File: config.mk
export PLATFORM = sky130hd
export DESIGN_NAME = roi_bbox_tracker
export DESIGN_NICKNAME = d
export VERILOG_FILES = /design/src/rtl/roi_pkg.sv /design/src/rtl/roi_row_accum.sv /design/src/rtl/roi_bbox_tracker.sv
export SDC_FILE = /design/constraint.sdc
export NUM_CORES = 1
export LEC_CHECK = 0
export ABC_AREA = 1
export BUFFER_PORTS_ARGS = -buffer_cell sky130_fd_sc_hd__buf_2
export CAP_MARGIN = 20
export CORE_MARGIN = 2
export CORE_UTILIZATION = 30
export CTS_BUF_LIST = sky130_fd_sc_hd__clkbuf_16
export CTS_CLUSTER_DIAMETER = 30
export DETAILED_ROUTE_END_ITERATION = 8
export GPL_ROUTABILITY_DRIVEN = 0
export PLACE_DENSITY_LB_ADDON = 0.1
export SKIP_LAST_GASP = 1
export SLEW_MARGIN = 20
export SYNTH_ARGS = -nofsm -noshare
export SYNTH_HDL_FRONTEND = slang
export SYNTH_SLANG_ARGS = --single-unit
File: constraint.sdc
create_clock -name iCLK -period 13.65 [get_ports iCLK]
set_input_delay 0.6825 -clock iCLK [delete_from_list [all_inputs] [get_ports iCLK]]
set_output_delay 0.6825 -clock iCLK [all_outputs]
set_load 0.05 [all_outputs]
File: src/rtl/roi_pkg.sv
// Shared types and defaults for the ROI bounding-box tracker.
// Optional centroid sums are enabled by ROI_BBOX_CENTROID_EN.
package roi_pkg;

  typedef enum logic [1:0] {
    IDLE,
    ARM,
    CAPTURE,
    DONE
  } state_t;

  localparam int IMG_W_DEF = 320;
  localparam int IMG_H_DEF = 240;
  localparam int CNT_W_DEF = 10;

endpackage

File: src/rtl/roi_row_accum.sv
// Per-row white count, column limits and optional x-sum for the ROI tracker.
// ROI_BBOX_CENTROID_EN adds the per-row x-sum and unsaturated pixel count.
module roi_row_accum #(
  parameter int X_W   = 12,
  parameter int CNT_W = 10
) (
  input  logic             clk,
  input  logic             rst_n,
  input  logic             clr,
  input  logic             pix,
  input  logic             white,
  input  logic             eor,
  input  logic [X_W-1:0]   x,
  output logic [CNT_W-1:0] cnt,
  output logic [X_W-1:0]   x_min,
  output logic [X_W-1:0]   x_max
`ifdef ROI_BBOX_CENTROID_EN
  ,
  output logic [2*X_W-1:0] x_sum,
  output logic [X_W:0]     npix
`endif
);

  logic [CNT_W-1:0] r_cnt;
  logic [X_W-1:0]   r_min;
  logic [X_W-1:0]   r_max;
  logic [CNT_W-1:0] b_cnt;
  logic [X_W-1:0]   b_min;
  logic [X_W-1:0]   b_max;
  logic             hit;
  logic             first;

  assign hit = pix && white;

  // A frame restart discards the stored row before this beat's pixel lands.
  always_comb begin
    b_cnt = clr ? '0 : r_cnt;
    b_min = clr ? '0 : r_min;
    b_max = clr ? '0 : r_max;
    first = (b_cnt == '0);
    cnt   = b_cnt;
    x_min = b_min;
    x_max = b_max;
    if (hit) begin
      if (b_cnt != '1) cnt = b_cnt + 1'b1;
      if (first || x < b_min) x_min = x;
      if (first || x > b_max) x_max = x;
    end
  end

  always_ff @(posedge clk) begin
    if (!rst_n || eor) begin
      r_cnt <= '0;
      r_min <= '0;
      r_max <= '0;
    end else begin
      r_cnt <= cnt;
      r_min <= x_min;
      r_max <= x_max;
    end
  end

`ifdef ROI_BBOX_CENTROID_EN
  logic [2*X_W-1:0] r_sum;
  logic [X_W:0]     r_npix;
  logic [2*X_W-1:0] b_sum;
  logic [X_W:0]     b_npix;

  always_comb begin
    b_sum  = clr ? '0 : r_sum;
    b_npix = clr ? '0 : r_npix;
    x_sum  = hit ? b_sum + {{X_W{1'b0}}, x} : b_sum;
    npix   = hit ? b_npix + 1'b1 : b_npix;
  end

  always_ff @(posedge clk) begin
    if (!rst_n || eor) begin
      r_sum  <= '0;
      r_npix <= '0;
    end else begin
      r_sum  <= x_sum;
      r_npix <= npix;
    end
  end
`endif

endmodule

File: src/rtl/roi_bbox_tracker.sv
// Per-frame qualifying-row bounding box and peak row count on the BW stream.
// Centroid sums are built only when ROI_BBOX_CENTROID_EN is defined.
module roi_bbox_tracker
  import roi_pkg::*;
#(
  parameter int IMG_W = IMG_W_DEF,
  parameter int IMG_H = IMG_H_DEF,
  parameter int X_W   = 12,
  parameter int Y_W   = 12,
  parameter int CNT_W = CNT_W_DEF
) (
  input  logic                   iCLK,
  input  logic                   iRST,
  input  logic                   iSTART,
  input  logic                   iNewFrame,
  input  logic                   iDATA,
  input  logic                   iDVAL,
  input  logic [CNT_W-1:0]       iTHRESH,
  output logic                   oBUSY,
  output logic                   oDONE,
  output logic                   oFOUND,
  output logic                   oERR,
  output logic [X_W-1:0]         oX_MIN,
  output logic [X_W-1:0]         oX_MAX,
  output logic [Y_W-1:0]         oY_MIN,
  output logic [Y_W-1:0]         oY_MAX,
  output logic [CNT_W-1:0]       oROW_MAX,
  output logic [Y_W-1:0]         oROW_MAX_Y,
  output logic [X_W+Y_W+X_W-1:0] oSUM_X,
  output logic [X_W+Y_W+Y_W-1:0] oSUM_Y,
  output logic [X_W+Y_W-1:0]     oPIX_CNT
);

  localparam logic [X_W-1:0] X_LAST = X_W'(IMG_W - 1);
  localparam logic [Y_W-1:0] Y_LAST = Y_W'(IMG_H - 1);

  state_t         state;
  logic [X_W-1:0] x;
  logic [Y_W-1:0] y;
  logic [X_W-1:0] x_eff;
  logic [Y_W-1:0] y_eff;
  logic           in_frame;
  logic           restart;
  logic           pix;
  logic           eor;
  logic           last;
  logic           start_ok;
  logic           qual;

  logic [CNT_W-1:0] rc;
  logic [X_W-1:0]   rxmin;
  logic [X_W-1:0]   rxmax;

  logic             n_found;
  logic [X_W-1:0]   n_xmin;
  logic [X_W-1:0]   n_xmax;
  logic [Y_W-1:0]   n_ymin;
  logic [Y_W-1:0]   n_ymax;
  logic [CNT_W-1:0] n_rmax;
  logic [Y_W-1:0]   n_rmy;

  assign in_frame = (state == ARM) || (state == CAPTURE);
  assign start_ok = iSTART && ((state == IDLE) || (state == DONE));
  assign restart  = iNewFrame && in_frame;
  assign pix      = iDVAL && ((state == CAPTURE) || restart);
  assign x_eff    = restart ? '0 : x;
  assign y_eff    = restart ? '0 : y;
  assign eor      = pix && (x_eff == X_LAST);
  assign last     = eor && (y_eff == Y_LAST);
  assign qual     = (rc >= iTHRESH) && (rc != '0);

`ifdef ROI_BBOX_CENTROID_EN
  logic [2*X_W-1:0]         rxsum;
  logic [X_W:0]             rnpix;
  logic [X_W+Y_W+X_W-1:0]   n_sx;
  logic [X_W+Y_W+Y_W-1:0]   n_sy;
  logic [X_W+Y_W-1:0]       n_pc;
`endif

  roi_row_accum #(
    .X_W   (X_W),
    .CNT_W (CNT_W)
  ) u_row (
    .clk   (iCLK),
    .rst_n (iRST),
    .clr   (restart),
    .pix   (pix),
    .white (iDATA),
    .eor   (eor),
    .x     (x_eff),
    .cnt   (rc),
    .x_min (rxmin),
    .x_max (rxmax)
`ifdef ROI_BBOX_CENTROID_EN
    ,
    .x_sum (rxsum),
    .npix  (rnpix)
`endif
  );

  // Next-result view: restart clears first, then this beat's end-of-row commits.
  always_comb begin
    n_found = restart ? 1'b0 : oFOUND;
    n_xmin  = restart ? '0 : oX_MIN;
    n_xmax  = restart ? '0 : oX_MAX;
    n_ymin  = restart ? '0 : oY_MIN;
    n_ymax  = restart ? '0 : oY_MAX;
    n_rmax  = restart ? '0 : oROW_MAX;
    n_rmy   = restart ? '0 : oROW_MAX_Y;
    if (eor) begin
      if (qual) begin
        if (!n_found || rxmin < n_xmin) n_xmin = rxmin;
        if (!n_found || rxmax > n_xmax) n_xmax = rxmax;
        if (!n_found) n_ymin = y_eff;
        n_ymax  = y_eff;
        n_found = 1'b1;
      end
      if (rc > n_rmax) begin
        n_rmax = rc;
        n_rmy  = y_eff;
      end
    end
  end

  always_ff @(posedge iCLK) begin
    if (!iRST) begin
      state <= IDLE;
      oBUSY <= 1'b0;
      oDONE <= 1'b0;
      oERR  <= 1'b0;
    end else begin
      unique case (state)
        IDLE, DONE: begin
          if (iSTART) begin
            state <= ARM;
            oBUSY <= 1'b1;
            oDONE <= 1'b0;
            oERR  <= 1'b0;
          end
        end
        ARM: begin
          if (iNewFrame) begin
            state <= last ? DONE : CAPTURE;
            oBUSY <= !last;
            oDONE <= last;
          end
        end
        CAPTURE: begin
          if (iNewFrame) oERR <= 1'b1;
          if (last) begin
            state <= DONE;
            oBUSY <= 1'b0;
            oDONE <= 1'b1;
          end
        end
        default: state <= IDLE;
      endcase
    end
  end

  always_ff @(posedge iCLK) begin
    if (!iRST || start_ok) begin
      x          <= '0;
      y          <= '0;
      oFOUND     <= 1'b0;
      oX_MIN     <= '0;
      oX_MAX     <= '0;
      oY_MIN     <= '0;
      oY_MAX     <= '0;
      oROW_MAX   <= '0;
      oROW_MAX_Y <= '0;
    end else if (in_frame) begin
      oFOUND     <= n_found;
      oX_MIN     <= n_xmin;
      oX_MAX     <= n_xmax;
      oY_MIN     <= n_ymin;
      oY_MAX     <= n_ymax;
      oROW_MAX   <= n_rmax;
      oROW_MAX_Y <= n_rmy;
      if (pix) begin
        x <= eor ? '0 : x_eff + 1'b1;
        y <= eor ? y_eff + 1'b1 : y_eff;
      end else if (restart) begin
        x <= '0;
        y <= '0;
      end
    end
  end

`ifdef ROI_BBOX_CENTROID_EN
  always_comb begin
    n_sx = restart ? '0 : oSUM_X;
    n_sy = restart ? '0 : oSUM_Y;
    n_pc = restart ? '0 : oPIX_CNT;
    if (eor && qual) begin
      n_sx = n_sx + (X_W+Y_W+X_W)'(rxsum);
      n_sy = n_sy + (X_W+Y_W+Y_W)'(y_eff) * (X_W+Y_W+Y_W)'(rnpix);
      n_pc = n_pc + (X_W+Y_W)'(rnpix);
    end
  end

  always_ff @(posedge iCLK) begin
    if (!iRST || start_ok) begin
      oSUM_X   <= '0;
      oSUM_Y   <= '0;
      oPIX_CNT <= '0;
    end else if (in_frame) begin
      oSUM_X   <= n_sx;
      oSUM_Y   <= n_sy;
      oPIX_CNT <= n_pc;
    end
  end
`else
  assign oSUM_X   = '0;
  assign oSUM_Y   = '0;
  assign oPIX_CNT = '0;
`endif

endmodule

After elaboration in Yosys (flattened, before gate mapping)
Cells that the tools add are included.
- register bits: 134
- bits in latches: 0
- bits in writable memories: 0
- ROM bits: 0
- input bits: 16
- output and inout bits: 170
- word-level logic and storage cells: 115
- memories: 0
- add/sub/neg operators: 3
- multiply operators: 0
- divide/modulo/power cells: 0
- $lt $le $gt $ge: 6
- equality and inequality tests: 10
- shift operators: 0
- mux-type cells: 54
- bitwise operators: 0
- reduce and logical (&&, ||, !) cells: 26
- operators with widths (kind ; number):
    $mux W12 ; 30
    $mux W10 ; 6
    $add A12 B1 Y12 const B ; 2
    $gt A12 B12 Y1 ; 2
    $lt A12 B12 Y1 ; 2
    $eq A12 B8 Y1 const B ; 1
    $eq A12 B9 Y1 const B ; 1
    $mux W1 ; 11
    $add A10 B1 Y10 const B ; 1
    $ge A10 B10 Y1 ; 1
    $gt A10 B10 Y1 ; 1
    $logic_not A10 Y1 ; 1
    $ne A10 B10 Y1 const B ; 1
    $reduce_bool A10 Y1 ; 1
    $logic_or A1 B1 Y1 ; 9
    $ne A2 B2 Y1 const B ; 4
    $logic_and A1 B1 Y1 ; 7
    $mux W2 ; 3
    $pmux W1 S3 ; 2
    $pmux W2 S3 ; 1
    $reduce_and A3 Y1 ; 2
    $eq A2 B2 Y1 const B ; 2
    $logic_not A1 Y1 ; 3
    $eq A2 B1 Y1 const B ; 1
    other kinds (4) ; 4

Longest topological paths before layout
Gate-level depths: netlist (run 1).
- depth after elaboration: 13
- depth in mapped cells: 37
- mapped depth without buffers: 31

By module
Synthesis (run 1) repeated with hierarchy kept, for this count alone.
- cells, all modules: 1598
- area, all modules: 10089.7 µm²
- by module, submodules not included (module ; times used ; cells an instance ; area each (µm²) ; seq. area each (µm²)):
    roi_bbox_tracker ; 1 ; 1207 ; 7558.5 ; 2001.9
    roi_row_accum ; 1 ; 391 ; 2531.2 ; 680.7

Worst setup path after synthesis (run 1)
Ideal clock, no wire load.
- path kind: reg2reg
- start: register state[0]
- end: register oX_MAX[2]
- setup time: 109 ps
- arrival time: 4758 ps
- setup slack: 8782 ps
- stages on the path, launching flop included: 38
- path buffers: 8
- period minus slack after synthesis: 4868 ps
- cells stage by stage: dfxtp_1 > inv_1 > ha_1 > buf_6 > inv_4 > nand2_4 > buf_6 > buf_6 > clkbuf_1 > clkbuf_1 > buf_2 > nand2_1 > ha_1 > nand2_1 > o21bai_1 > nand2_1 > nand3_1 > nand3_1 > [... 2 more ...] > clkbuf_1 > nand2_1 > o21ai_1 > ha_1 > nand2_1 > inv_1 > nand3_1 > nor3_1 > nand2_1 > o2111ai_1 > a21oi_1 > inv_1 > nand4_1 > buf_2 > nand2_1 > nand3_1 > nand2_1 > inv_1
- word-level cells in the longest chain between the ends: 13
- elaborated cells on any way between the ends: 37
- those cells by class: add/sub: 1; order compare: 3; eq/ne: 5; mux: 12; reduce/logical: 16
- ends and longest elaborated chain (what ; line ; RTL):
    start, declared ; roi_bbox_tracker.sv:37 ; state_t state;
    start signal, assigned ; roi_bbox_tracker.sv:143 ; state <= last ? DONE : CAPTURE;
    $eq A2 B1 Y1 or $eq A2 B2 Y1 (tied branches) ; roi_bbox_tracker.sv:62, roi_bbox_tracker.sv:65 ;
    $logic_or A1 B1 Y1 ; roi_bbox_tracker.sv:62 ; assign in_frame = (state == ARM) || (state == CAPTURE);
    $logic_and A1 B1 Y1 ; roi_bbox_tracker.sv:64 ; assign restart = iNewFrame && in_frame;
    $mux W12, or another cell as far along ; -- ;
    $gt A12 B12 Y1 or $logic_not A10 Y1 (tied branches) ; roi_row_accum.sv:47, roi_row_accum.sv:40 ;
    $logic_or A1 B1 Y1 ; roi_row_accum.sv:47 ; if (first || x > b_max) x_max = x;
    $mux W12 ; roi_row_accum.sv:47 ;
    $mux W12 * ; roi_row_accum.sv:44 ; if (hit) begin
    net rxmax[11] ; roi_bbox_tracker.sv:52 ; logic [X_W-1:0] rxmax;
    $gt A12 B12 Y1 * ; roi_bbox_tracker.sv:113 ; if (!n_found || rxmax > n_xmax) n_xmax = rxmax;
    $logic_or A1 B1 Y1 * ; roi_bbox_tracker.sv:113 ;
    $mux W12 * ; roi_bbox_tracker.sv:113 ;
    $mux W12 * ; roi_bbox_tracker.sv:111 ; if (qual) begin
    $mux W12 * ; roi_bbox_tracker.sv:110 ; if (eor) begin
    end signal, assigned ; roi_bbox_tracker.sv:175 ; oX_MAX <= n_xmax;
    end, declared ; roi_bbox_tracker.sv:24 ; output logic [X_W-1:0] oX_MAX,
Mark *: on every way through the listed nets, which the timed path passes. The rest lies on a longest branch.
A chain may end at the register's enable or synchronous reset.

Final worst setup path (run 1)
- start: register state[0]
- end: register oX_MIN[7]
- word-level cells in the longest chain between the ends: 13
- elaborated cells on any way between the ends: 37
- those cells by class: add/sub: 1; order compare: 3; eq/ne: 5; mux: 12; reduce/logical: 16
- ends and longest elaborated chain (what ; line ; RTL):
    $eq A2 B1 Y1 or $eq A2 B2 Y1 (tied branches) ; roi_bbox_tracker.sv:62, roi_bbox_tracker.sv:65 ;
    $logic_or A1 B1 Y1 ; roi_bbox_tracker.sv:62 ;
    $logic_and A1 B1 Y1 ; roi_bbox_tracker.sv:64 ;
    $mux W12, or another cell as far along ; -- ;
    $lt A12 B12 Y1 or $logic_not A10 Y1 (tied branches) ; roi_row_accum.sv:46, roi_row_accum.sv:40 ;
    $logic_or A1 B1 Y1 ; roi_row_accum.sv:46 ; if (first || x < b_min) x_min = x;
    $mux W12 ; roi_row_accum.sv:46 ;
    $mux W12 * ; roi_row_accum.sv:44 ;
    net rxmin[9] ; roi_bbox_tracker.sv:51 ; logic [X_W-1:0] rxmin;
    $lt A12 B12 Y1 * ; roi_bbox_tracker.sv:112 ; if (!n_found || rxmin < n_xmin) n_xmin = rxmin;
    $logic_or A1 B1 Y1 * ; roi_bbox_tracker.sv:112 ;
    $mux W12 * ; roi_bbox_tracker.sv:112 ;
    $mux W12 * ; roi_bbox_tracker.sv:111 ;
    $mux W12 * ; roi_bbox_tracker.sv:110 ;
    end signal, assigned ; roi_bbox_tracker.sv:174 ; oX_MIN <= n_xmin;
    end, declared ; roi_bbox_tracker.sv:23 ; output logic [X_W-1:0] oX_MIN,
Marks and branches as above.

==> run_summary.xml, run 1 <==
<?xml version="1.0" encoding="UTF-8"?>
<metrics>
  <group name="detailed_routing">
    <metric name="route.detailed.drc" unit="">0</metric>
    <metric name="post_drt_wl_per_cell" unit="um">14.4</metric>
    <metric name="number_of_search_and_repair_iterations_in_the_first_detailed_routing_pass" unit="">5</metric>
    <metric name="wirelength" unit="mm">27.2</metric>
    <metric name="vias" unit="">8653</metric>
    <metric name="antenna_violating_nets_post_route" unit="">0</metric>
    <metric name="detail_route.vias_per_cell" unit="">4.57</metric>
    <metric name="detailedRoute.firstIterationViolations" unit="">498</metric>
  </group>
  <group name="cts">
    <metric name="cts.clk_slew.worst_paths" unit="ps">60</metric>
    <metric name="holdBufCountCts" unit="">0</metric>
    <metric name="clock_latency" unit="ps">430</metric>
    <metric name="cts_buffer_depth" unit="">2</metric>
    <metric name="cts_resized" unit="">0</metric>
    <metric name="tritoncts.num_buffers" unit="">17</metric>
    <metric name="cts-root-buf" unit="">sky130_fd_sc_hd__clkbuf_16</metric>
    <metric name="htree_levels" unit="">4</metric>
    <metric name="tritoncts" unit="">yes</metric>
    <metric name="post-cts-setup-buffer-count" unit="">0</metric>
    <metric name="tritoncts_num_sinks" unit="">134</metric>
  </group>
  <group name="die">
    <metric name="chipWidth" unit="um">182</metric>
    <metric name="core.rowCount" unit="">65</metric>
    <metric name="ios" unit="">186</metric>
    <metric name="core_area" unit="um^2">31500</metric>
    <metric name="die_height" unit="um">182</metric>
    <metric name="initial_core_util" unit="%">30.3</metric>
    <metric name="fp.dieArea" unit="um^2">33200</metric>
  </group>
  <group name="synth">
    <metric name="synth_area" unit="um^2">9540</metric>
    <metric name="yosys.area.top_type" unit="">sky130_fd_sc_hd__dfxtp_1</metric>
    <metric name="synth_top_area_share" unit="%">28.1</metric>
    <metric name="post_synth.cell_area_avg" unit="um^2">6.70</metric>
    <metric name="synthMostInstantiatedCell" unit="">sky130_fd_sc_hd__nand2_1</metric>
    <metric name="synth-warning-count" unit="">0</metric>
    <metric name="synth_cell_types" unit="">50</metric>
    <metric name="synth-async-reset-ratio" unit="%">0</metric>
    <metric name="postSynth.topFlopCell" unit="">sky130_fd_sc_hd__dfxtp_1</metric>
    <metric name="synth_edf_count" unit="">0</metric>
    <metric name="netlist_top_cells_count" unit="">sky130_fd_sc_hd__nand2_1, sky130_fd_sc_hd__inv_1, sky130_fd_sc_hd__nor2_1</metric>
    <metric name="netlist_top_cells_area" unit="">sky130_fd_sc_hd__dfxtp_1, sky130_fd_sc_hd__nand2_1, sky130_fd_sc_hd__ha_1, sky130_fd_sc_hd__inv_1, sky130_fd_sc_hd__buf_4</metric>
    <metric name="synth.ff_latch_count" unit="">134</metric>
    <metric name="yosysSeqAreaShare" unit="%">28.1</metric>
    <metric name="syn_inst" unit="">1423</metric>
  </group>
  <group name="grt">
    <metric name="vias_in_the_first_global_route" unit="">8149</metric>
    <metric name="pin_count_of_the_biggest_net_entering_global_routing" unit="">87</metric>
    <metric name="initial_antenna_violation_count" unit="">0</metric>
    <metric name="grt_pass1_wl" unit="mm">44.2</metric>
    <metric name="grt.overflow.total" unit="">0</metric>
    <metric name="grtUsageTotal" unit="%">16.8</metric>
  </group>
  <group name="placed_design">
    <metric name="preCtsSetupSlack" unit="ps">7470</metric>
    <metric name="portBuffers" unit="">89</metric>
    <metric name="place_hpwl" unit="mm">19.6</metric>
  </group>
  <group name="critical_path">
    <metric name="cp.buffers_inverters" unit="">4</metric>
    <metric name="critical_path_required" unit="ps">13970</metric>
    <metric name="worst-path-max-fanout" unit="">45</metric>
    <metric name="path_delay_family" unit="">simple AND/OR/NAND/NOR gates</metric>
    <metric name="worstSetupStartpointType" unit="">flip-flop</metric>
    <metric name="crit_path_top_delay_cell" unit="">sky130_fd_sc_hd__nor2_8</metric>
    <metric name="worstPathArrival" unit="ps">6580</metric>
    <metric name="cpMostUsedCell" unit="">sky130_fd_sc_hd__nand2_1</metric>
    <metric name="cp-end-kind" unit="">flip-flop</metric>
    <metric name="slowest_delay" unit="ps">680</metric>
    <metric name="timing_worst_setup_path_type" unit="">reg2reg</metric>
  </group>
  <group name="worst_hold_path">
    <metric name="hold_path.class" unit="">reg2reg</metric>
  </group>
  <group name="sta">
    <metric name="maxClockFrequency" unit="MHz">160</metric>
    <metric name="finalCriticalPeriod" unit="ps">6260</metric>
    <metric name="report.final.setup_viol" unit="">0</metric>
    <metric name="slew_headroom" unit="%">38.9</metric>
    <metric name="worstMarginPinSlew" unit="ps">917</metric>
    <metric name="period_share" unit="%">45.8</metric>
    <metric name="final_hold_viol_count" unit="">0</metric>
    <metric name="layout_setup_ws" unit="ps">7390</metric>
    <metric name="fin_tns_setup" unit="ps">0</metric>
    <metric name="rsz0062_at_grt" unit="">false</metric>
    <metric name="number_of_pins_exceeding_their_max_slew_limit_in_the_final_report" unit="">0</metric>
    <metric name="clock-skew-final" unit="ps">13.2</metric>
  </group>
  <group name="job">
    <metric name="maxCapViolCount" unit="">0</metric>
  </group>
  <group name="layout">
    <metric name="ant_diodes" unit="">0</metric>
    <metric name="drive_above_1_share" unit="%">12.9</metric>
    <metric name="layout.nets" unit="">1563</metric>
    <metric name="layout.core_utilization" unit="%">33.3</metric>
    <metric name="filler_cell_count" unit="">3470</metric>
    <metric name="flow.area_growth_from_synthesis" unit="%">10.0</metric>
  </group>
  <group name="power">
    <metric name="p_leak" unit="nW">5.16</metric>
    <metric name="max-vdd-ir-drop" unit="V">0.000125</metric>
    <metric name="power_density" unit="nW/um^2">239</metric>
  </group>
  <group name="status">
    <metric name="outcome" unit="">complete, no violations</metric>
  </group>
</metrics>
## metrics by stage
step	area [um^2]	hold WS, ps	power [mW]	cells
after floorplan	9900	445	1.74	1518
after global placement	9910	454	2.05	1862
after detailed placement	9910	456	2.06	1862
after CTS	10500	470	2.54	1893
after global routing	10500	491	2.71	1893
final	10500	467	2.51	1893
## worst paths after layout
check                              start   endpoint  slack (ps)  cells after the start
worst max-delay path            state[0]  oX_MIN[7]        7390                     27
worst min-delay path               oBUSY      oBUSY         470                      2
worst max register to register  state[0]  oX_MIN[7]        7390                     27
worst min register to register     oBUSY      oBUSY         470                      2
## worst min-delay path, cell delays in order, from the launching register on
cell	delay [ps]
sky130_fd_sc_hd__dfxtp_1	310
sky130_fd_sc_hd__nand2_1	60
sky130_fd_sc_hd__a21oi_1	50
## report_power, final
| group | internal (mW) | switching, mW |
|---|---|---|
| Combinational | 0.368 | 1.08 |
| Sequential | 0.503 | 0.0812 |
| Clock | 0.285 | 0.193 |
## routing by layer
metal	up-vias	global-route usage [%]	part of all wire, %
met1	3923	23.0	49
li1	4509	-	-
met2	204	27.4	46
met4	0	3.71	0.78
met5	-	0	0
met3	17	3.09	4.2
## cell families (layout without fill, tap and decap cells)
| logic type | Yosys count | count (layout) | synth area share, % |
|---|---|---|---|
| AO/OA/AOI/OAI | 260 | 260 | 15.5 |
| XOR/XNOR | 9 | 9 | 0.826 |
| adder cells (fa/ha/maj) | 68 | 68 | 8.92 |
| buffers and inverters | 385 | 358 | 19.7 |
| flip-flops | 134 | 134 | 28.1 |
| other | 1 | 96 | 0.0393 |
| AND/OR/NAND/NOR | 566 | 566 | 26.8 |
## state kept, by name (all words and copies together) (netlist names)
register	count
oX_MIN	12
oX_MAX	12
oROW_MAX_Y	12
u_row.r_min	12
oBUSY	1
oY_MAX	12
oDONE	1
oY_MIN	12
y	12
oROW_MAX	10
u_row.r_max	12
state	2
u_row.r_cnt	10
oFOUND	1
x	12
oERR	1
## cell type report
class / instances / area [um^2] / area share (%)
flip-flops and latches: 134 / 2680 / 25.6
inverters: 230 / 872 / 8.31
well taps: 402 / 503 / 4.79
repair buffers: 97 / 505 / 4.82
clock inverters: 14 / 161 / 1.54
multi-input cells: 999 / 5350 / 50.9
clock buffers: 17 / 425 / 4.05
## placed cells by master, fill, tap and decap left out, drive strengths merged, types with 4 or more instances in the layout
cell type,count
a21oi,97
buf,97
clkbuf,17
clkinv,6
clkinvlp,4
conb,96
dfxtp,134
ha,68
inv,231
nand2,257
nand3,106
nand4,15
nor2,159
nor3,18
nor4,6
o211ai,29
o21ai,111
xor2,6
(Power assumes the default switching activity.)
==> run 2, diff against run 1 <==
--- a/config.mk
+++ b/config.mk
@@ -5,7 +5,7 @@
 export SDC_FILE = /design/constraint.sdc
 export NUM_CORES = 1
 export LEC_CHECK = 0
-export ABC_AREA = 1
+export ABC_AREA = 0
 export BUFFER_PORTS_ARGS = -buffer_cell sky130_fd_sc_hd__buf_2
 export CAP_MARGIN = 20
 export CORE_MARGIN = 2
==> constraint.sdc (replaced) <==
create_clock -name iCLK -period 5.1 [get_ports iCLK]
set_input_delay 0.255 -clock iCLK [delete_from_list [all_inputs] [get_ports iCLK]]
set_output_delay 0.255 -clock iCLK [all_outputs]
set_load 0.05 [all_outputs]
==> run_summary.xml, run 2 <==
<?xml version="1.0" encoding="UTF-8"?>
<metrics>
  <group name="power">
    <metric name="power_density" unit="nW/um^2">334</metric>
    <metric name="max-vdd-ir-drop" unit="V">0.000230</metric>
    <metric name="total_power" unit="mW">3.39</metric>
    <metric name="p_leak" unit="nW">4.49</metric>
  </group>
  <group name="synth">
    <metric name="synthMostInstantiatedCell" unit="">sky130_fd_sc_hd__nand2_1</metric>
    <metric name="postSynth.topFlopCell" unit="">sky130_fd_sc_hd__dfxtp_1</metric>
    <metric name="synth_area" unit="um^2">8540</metric>
    <metric name="synth_cell_types" unit="">67</metric>
    <metric name="synth_top_area_share" unit="%">31.4</metric>
    <metric name="synth-async-reset-ratio" unit="%">0</metric>
    <metric name="synth_edf_count" unit="">0</metric>
    <metric name="netlist_top_cells_area" unit="">sky130_fd_sc_hd__dfxtp_1, sky130_fd_sc_hd__ha_1, sky130_fd_sc_hd__buf_4, sky130_fd_sc_hd__nand2_1, sky130_fd_sc_hd__nor2_1</metric>
    <metric name="yosysSeqAreaShare" unit="%">31.4</metric>
    <metric name="synth.ff_latch_count" unit="">134</metric>
    <metric name="syn_inst" unit="">1072</metric>
    <metric name="post_synth.cell_area_avg" unit="um^2">7.97</metric>
    <metric name="netlist_top_cells_count" unit="">sky130_fd_sc_hd__nand2_1, sky130_fd_sc_hd__dfxtp_1, sky130_fd_sc_hd__buf_4</metric>
    <metric name="yosys.area.top_type" unit="">sky130_fd_sc_hd__dfxtp_1</metric>
    <metric name="synth-warning-count" unit="">0</metric>
  </group>
  <group name="sta">
    <metric name="final_hold_viol_count" unit="">0</metric>
    <metric name="number_of_pins_exceeding_their_max_slew_limit_in_the_final_report" unit="">0</metric>
    <metric name="report.final.setup_viol" unit="">0</metric>
    <metric name="maxClockFrequency" unit="MHz">207</metric>
    <metric name="finalCriticalPeriod" unit="ps">4840</metric>
    <metric name="clock-skew-final" unit="ps">22.6</metric>
    <metric name="worstMarginPinSlew" unit="ps">945</metric>
    <metric name="slew_headroom" unit="%">36.3</metric>
    <metric name="period_share" unit="%">94.9</metric>
    <metric name="layout_setup_ws" unit="ps">261</metric>
    <metric name="fin_tns_setup" unit="ps">0</metric>
  </group>
  <group name="layout">
    <metric name="final-seq-area" unit="um^2">2680</metric>
    <metric name="final_common_cell" unit="">sky130_fd_sc_hd__dfxtp_1</metric>
    <metric name="ant_diodes" unit="">0</metric>
    <metric name="most-common-layout-cells" unit="">sky130_fd_sc_hd__dfxtp_1, sky130_fd_sc_hd__nand2_1, sky130_fd_sc_hd__conb_1</metric>
    <metric name="layout.cells.non_filler" unit="">1585</metric>
    <metric name="drive_above_1_share" unit="%">20.0</metric>
    <metric name="filler_cell_count" unit="">3005</metric>
    <metric name="layout.core_utilization" unit="%">36.4</metric>
    <metric name="multiInputGateArea" unit="um^2">5170</metric>
    <metric name="flow.area_growth_from_synthesis" unit="%">18.9</metric>
    <metric name="layout.nets" unit="">1278</metric>
  </group>
  <group name="placed_design">
    <metric name="numPlacedInstances" unit="">1537</metric>
    <metric name="portBuffers" unit="">89</metric>
    <metric name="place_hpwl" unit="mm">18.7</metric>
    <metric name="preCtsSetupSlack" unit="ps">62.5</metric>
  </group>
  <group name="cts">
    <metric name="cts.clk_slew.worst_paths" unit="ps">70</metric>
    <metric name="cts-root-buf" unit="">sky130_fd_sc_hd__clkbuf_16</metric>
    <metric name="tritoncts" unit="">yes</metric>
    <metric name="cts_buffer_depth" unit="">2</metric>
    <metric name="clock_latency" unit="ps">440</metric>
    <metric name="tritoncts_num_sinks" unit="">134</metric>
    <metric name="htree_levels" unit="">4</metric>
    <metric name="tritoncts.num_buffers" unit="">17</metric>
  </group>
  <group name="detailed_routing">
    <metric name="post_drt_wl_per_cell" unit="um">16.0</metric>
    <metric name="wirelength" unit="mm">25.4</metric>
    <metric name="antenna_violating_nets_post_route" unit="">0</metric>
    <metric name="number_of_search_and_repair_iterations_in_the_first_detailed_routing_pass" unit="">5</metric>
    <metric name="met2WireLength" unit="mm">12.0</metric>
    <metric name="vias" unit="">7497</metric>
    <metric name="top_routing_layer_in_use" unit="">met4</metric>
    <metric name="detailedRoute.firstIterationViolations" unit="">426</metric>
    <metric name="route.detailed.drc" unit="">0</metric>
    <metric name="met3_wirelength" unit="um">901</metric>
    <metric name="wirelength_met1" unit="mm">12.1</metric>
    <metric name="detail_route.vias_per_cell" unit="">4.73</metric>
  </group>
  <group name="die">
    <metric name="core_area" unit="um^2">27900</metric>
    <metric name="initial_core_util" unit="%">30.6</metric>
    <metric name="chipWidth" unit="um">173</metric>
    <metric name="fp.dieArea" unit="um^2">29800</metric>
    <metric name="core.rowCount" unit="">61</metric>
    <metric name="die_height" unit="um">173</metric>
    <metric name="ios" unit="">186</metric>
  </group>
  <group name="job">
    <metric name="maxCapViolCount" unit="">0</metric>
  </group>
  <group name="status">
    <metric name="outcome" unit="">complete, no violations</metric>
  </group>
  <group name="critical_path">
    <metric name="critical_path_required" unit="ps">5470</metric>
    <metric name="slowest_delay" unit="ps">380</metric>
    <metric name="cp-end-kind" unit="">flip-flop</metric>
    <metric name="worstPathArrival" unit="ps">5210</metric>
    <metric name="crit_path_top_delay_cell" unit="">sky130_fd_sc_hd__or3_1</metric>
    <metric name="timing_worst_setup_path_type" unit="">reg2reg</metric>
    <metric name="worstSetupStartpointType" unit="">flip-flop</metric>
    <metric name="cp.buffers_inverters" unit="">5</metric>
    <metric name="path_delay_family" unit="">compound AO/OA/AOI/OAI gates</metric>
    <metric name="worst-path-max-fanout" unit="">11</metric>
  </group>
  <group name="worst_hold_path">
    <metric name="hold_path.class" unit="">in2reg</metric>
  </group>
  <group name="grt">
    <metric name="pin_count_of_the_biggest_net_entering_global_routing" unit="">43</metric>
    <metric name="grt.overflow.total" unit="">0</metric>
    <metric name="initial_antenna_violation_count" unit="">0</metric>
    <metric name="grt_pass1_wl" unit="mm">39.8</metric>
    <metric name="grtUsageTotal" unit="%">16.7</metric>
    <metric name="vias_in_the_first_global_route" unit="">7105</metric>
  </group>
</metrics>
[run 2: changes by cell type in the layout (fill, tap and decap cells not counted), moves of 21 or more]
cell                       previous run  this run
sky130_fd_sc_hd__nand3_1             91        46
sky130_fd_sc_hd__buf_4                8        59
sky130_fd_sc_hd__nor2_1             150        83
sky130_fd_sc_hd__mux2i_1              0        23
sky130_fd_sc_hd__inv_1              222        47
sky130_fd_sc_hd__a21o_1               0        21
sky130_fd_sc_hd__o21ai_0             77        49
sky130_fd_sc_hd__a21oi_1             87        53
sky130_fd_sc_hd__nand2_1            244       133
sky130_fd_sc_hd__o211ai_1            29         5
sky130_fd_sc_hd__o21ai_1             33         7
sky130_fd_sc_hd__a22oi_1              3        25
[run 2: power by group]
| part | leakage, nW | internal [mW] | switching (mW) | total, mW |
|---|---|---|---|---|
| Combinational | 3.14 | 0.316 | 0.793 | 1.11 |
| Sequential | 1.08 | 1.06 | 0.0139 | 1.08 |
| Clock | 0.277 | 0.644 | 0.566 | 1.21 |
| Total | 4.49 | 2.02 | 1.37 | 3.39 |
[run 2: kinds of logic after synthesis]
family | after synthesis | synth area share [%]
buffers and inverters | 200 | 13.4
other | 1 | 0.0439
and+or+nand+nor | 403 | 23.0
muxes | 33 | 4.00
DFF | 134 | 31.4
adders and majority gates | 68 | 9.96
xor gates and xnor gates | 16 | 1.64
AOI/OAI and AO/OA | 217 | 16.5
[run 2: area by class of cell]
cell class	count	area share, %
Tap cell	378	4.66
Clock inverter	15	1.34
Multi-Input combinational cell	834	50.9
Sequential cell	134	26.4
Clock buffer	17	4.19
Inverter	49	1.81
Timing Repair Buffer	158	10.6
[run 2: worst min-delay path: stages]
cell	delay, ps
sky130_fd_sc_hd__buf_2	130
sky130_fd_sc_hd__mux2i_1	150
sky130_fd_sc_hd__a211oi_1	80
[run 2: worst paths after layout]
path                                 from        end  slack (ps)  depth (start not counted)
worst min-delay path               iSTART       oERR         230                          3
worst max-delay path             state[0]  oX_MIN[6]         260                         25
worst min register to register  oY_MIN[7]  oY_MIN[7]         460                          2
worst max register to register   state[0]  oX_MIN[6]         260                         25
[run 2: per-stage QoR]
step / hold slack [ps] / cell area, um^2
global placement: 442 / 9360
finish: 230 / 10200
global route: 265 / 10200
floorplan: 441 / 8930
detailed placement: 449 / 9370
CTS: 210 / 9930
[run 2: repair_timing]
action                                 4_1_cts  5_1_grt
setup buffers                                0       13
hold buffers                                 0        0
setup endpoints to repair                    0       70
endpoints found under the hold margin        0        0
resized for setup                            0       23
[run 2: per-layer routing]
layer,vias to the layer above,GRT usage [%]
met4,0,4.31
met5,-,0
met2,173,27.9
li1,3798,-
met3,21,2.62
met1,3505,22.5
==> run 3, diff against run 2 <==
--- a/config.mk
+++ b/config.mk
@@ -5,7 +5,7 @@
 export SDC_FILE = /design/constraint.sdc
 export NUM_CORES = 1
 export LEC_CHECK = 0
-export ABC_AREA = 0
+export ABC_AREA = 1
 export BUFFER_PORTS_ARGS = -buffer_cell sky130_fd_sc_hd__buf_2
 export CAP_MARGIN = 20
 export CORE_MARGIN = 2
==> run_summary.xml, run 3 (synthesized netlist as in run 1, its figures left out) <==
<?xml version="1.0" encoding="UTF-8"?>
<metrics>
  <group name="status">
    <metric name="outcome" unit="">complete, no violations</metric>
  </group>
  <group name="sta">
    <metric name="period_share" unit="%">90.5</metric>
    <metric name="number_of_pins_exceeding_their_max_slew_limit_in_the_final_report" unit="">0</metric>
    <metric name="worstMarginPinSlew" unit="ps">912</metric>
    <metric name="clock-skew-final" unit="ps">12.6</metric>
    <metric name="maxClockFrequency" unit="MHz">217</metric>
    <metric name="slew_headroom" unit="%">39.2</metric>
    <metric name="report.final.setup_viol" unit="">0</metric>
    <metric name="final_hold_viol_count" unit="">0</metric>
    <metric name="layout_setup_ws" unit="ps">486</metric>
    <metric name="finalCriticalPeriod" unit="ps">4610</metric>
  </group>
  <group name="power">
    <metric name="max-vdd-ir-drop" unit="V">0.000392</metric>
    <metric name="total_power" unit="mW">6.84</metric>
    <metric name="power_density" unit="nW/um^2">631</metric>
    <metric name="p_leak" unit="nW">5.36</metric>
  </group>
  <group name="cts">
    <metric name="tritoncts_num_sinks" unit="">134</metric>
    <metric name="tritoncts.num_buffers" unit="">17</metric>
    <metric name="cts_buffer_depth" unit="">2</metric>
    <metric name="cts-root-buf" unit="">sky130_fd_sc_hd__clkbuf_16</metric>
    <metric name="cts.clk_slew.worst_paths" unit="ps">70</metric>
    <metric name="clock_latency" unit="ps">430</metric>
    <metric name="tritoncts" unit="">yes</metric>
    <metric name="holdBufCountCts" unit="">0</metric>
    <metric name="htree_levels" unit="">4</metric>
  </group>
  <group name="layout">
    <metric name="final_area" unit="um^2">10800</metric>
    <metric name="ant_diodes" unit="">0</metric>
    <metric name="drive_above_1_share" unit="%">15.4</metric>
    <metric name="most-common-layout-cells" unit="">sky130_fd_sc_hd__nand2_1, sky130_fd_sc_hd__inv_1, sky130_fd_sc_hd__nor2_1</metric>
    <metric name="filler_cell_count" unit="">3481</metric>
    <metric name="flow.area_growth_from_synthesis" unit="%">13.6</metric>
    <metric name="layout.nets" unit="">1600</metric>
    <metric name="layout.core_utilization" unit="%">34.4</metric>
    <metric name="final_common_cell" unit="">sky130_fd_sc_hd__nand2_1</metric>
  </group>
  <group name="critical_path">
    <metric name="cp.buffers_inverters" unit="">7</metric>
    <metric name="worstSetupStartpointType" unit="">flip-flop</metric>
    <metric name="worstPathArrival" unit="ps">4940</metric>
    <metric name="worst-path-max-fanout" unit="">24</metric>
    <metric name="path_delay_family" unit="">simple AND/OR/NAND/NOR gates</metric>
    <metric name="critical_path_required" unit="ps">5430</metric>
    <metric name="timing_worst_setup_path_type" unit="">reg2reg</metric>
    <metric name="cp-end-kind" unit="">flip-flop</metric>
    <metric name="slowest_delay" unit="ps">350</metric>
    <metric name="crit_path_top_delay_cell" unit="">sky130_fd_sc_hd__ha_1</metric>
  </group>
  <group name="die">
    <metric name="fp.dieArea" unit="um^2">33200</metric>
    <metric name="chipWidth" unit="um">182</metric>
    <metric name="ios" unit="">186</metric>
    <metric name="initial_core_util" unit="%">30.3</metric>
    <metric name="die_height" unit="um">182</metric>
    <metric name="core_area" unit="um^2">31500</metric>
    <metric name="core.rowCount" unit="">65</metric>
  </group>
  <group name="detailed_routing">
    <metric name="wirelength" unit="mm">28.0</metric>
    <metric name="vias" unit="">8783</metric>
    <metric name="post_drt_wl_per_cell" unit="um">14.5</metric>
    <metric name="route.detailed.drc" unit="">0</metric>
    <metric name="number_of_search_and_repair_iterations_in_the_first_detailed_routing_pass" unit="">5</metric>
    <metric name="detail_route.vias_per_cell" unit="">4.55</metric>
    <metric name="antenna_violating_nets_post_route" unit="">0</metric>
    <metric name="detailedRoute.firstIterationViolations" unit="">462</metric>
  </group>
  <group name="worst_hold_path">
    <metric name="hold_path.class" unit="">in2reg</metric>
  </group>
  <group name="grt">
    <metric name="grt_pass1_wl" unit="mm">45.0</metric>
    <metric name="vias_in_the_first_global_route" unit="">8234</metric>
    <metric name="initial_antenna_violation_count" unit="">0</metric>
    <metric name="grtUsageTotal" unit="%">17.1</metric>
    <metric name="pin_count_of_the_biggest_net_entering_global_routing" unit="">94</metric>
    <metric name="grt.overflow.total" unit="">0</metric>
  </group>
  <group name="placed_design">
    <metric name="post_dp_cell_area" unit="um^2">10200</metric>
    <metric name="preCtsSetupSlack" unit="ps">-56.7</metric>
    <metric name="place_hpwl" unit="mm">20.4</metric>
    <metric name="portBuffers" unit="">89</metric>
  </group>
  <group name="job">
    <metric name="maxCapViolCount" unit="">0</metric>
  </group>
</metrics>
[run 3: worst register-to-register path, delay by kind of cell (launching register included)]
| kind | cells | cell delay, ps |
|---|---|---|
| fa+ha+maj | 3 | 870 |
| buf+inv | 7 | 920 |
| simple gates | 14 | 1550 |
| flops | 1 | 330 |
| compound gates | 5 | 860 |
[run 3: layout make-up]
class | instances | area, um^2 | share of cell area (%)
multi-input cells | 999 | 5380 | 49.7
repair buffers | 133 | 796 | 7.34
inverters | 230 | 878 | 8.11
flip-flops and latches | 134 | 2680 | 24.8
clock buffers | 17 | 425 | 3.93
well taps | 402 | 503 | 4.64
repair inverters | 1 | 7.51 | 0.0693
clock inverters | 14 | 160 | 1.48
[run 3: worst paths after layout]
check | slack (ps) | start | end | cells past startpoint
setup / recovery | 490 | state[0] | oY_MAX[8] | 29
hold / removal | 140 | iRST | state[0] | 3
setup reg to reg | 490 | state[0] | oY_MAX[8] | 29
hold reg to reg | 460 | oBUSY | oBUSY | 2
[run 3: report_power, final]
part	internal [mW]	switching, mW
clock network	0.763	0.519
registers	1.35	0.213
logic	1.08	2.92
[run 3: routing by layer]
metal	wire (um)	track usage, %	share of wire (%)
met4	494	4.87	1.8
met5	0	0	0
met3	949	2.61	3.4
met1	14000	23.3	50
met2	12600	28.0	45
[run 3: stage by stage]
step | instances | setup TNS [ps] | hold slack [ps]
global route | 1930 | -28.7 | 166
floorplan | 1518 | 0 | 393
detailed placement | 1893 | -406 | 460
CTS | 1924 | 0 | 110
global placement | 1893 | -1060 | 456
finish | 1930 | 0 | 136
[run 3: timing repair]
action	CTS	global route
resized for setup	5	17
endpoints found under the setup margin	12	30
pin swaps	0	1
hold endpoints to repair	0	0
buffers inserted	0	5
cloned	0	1
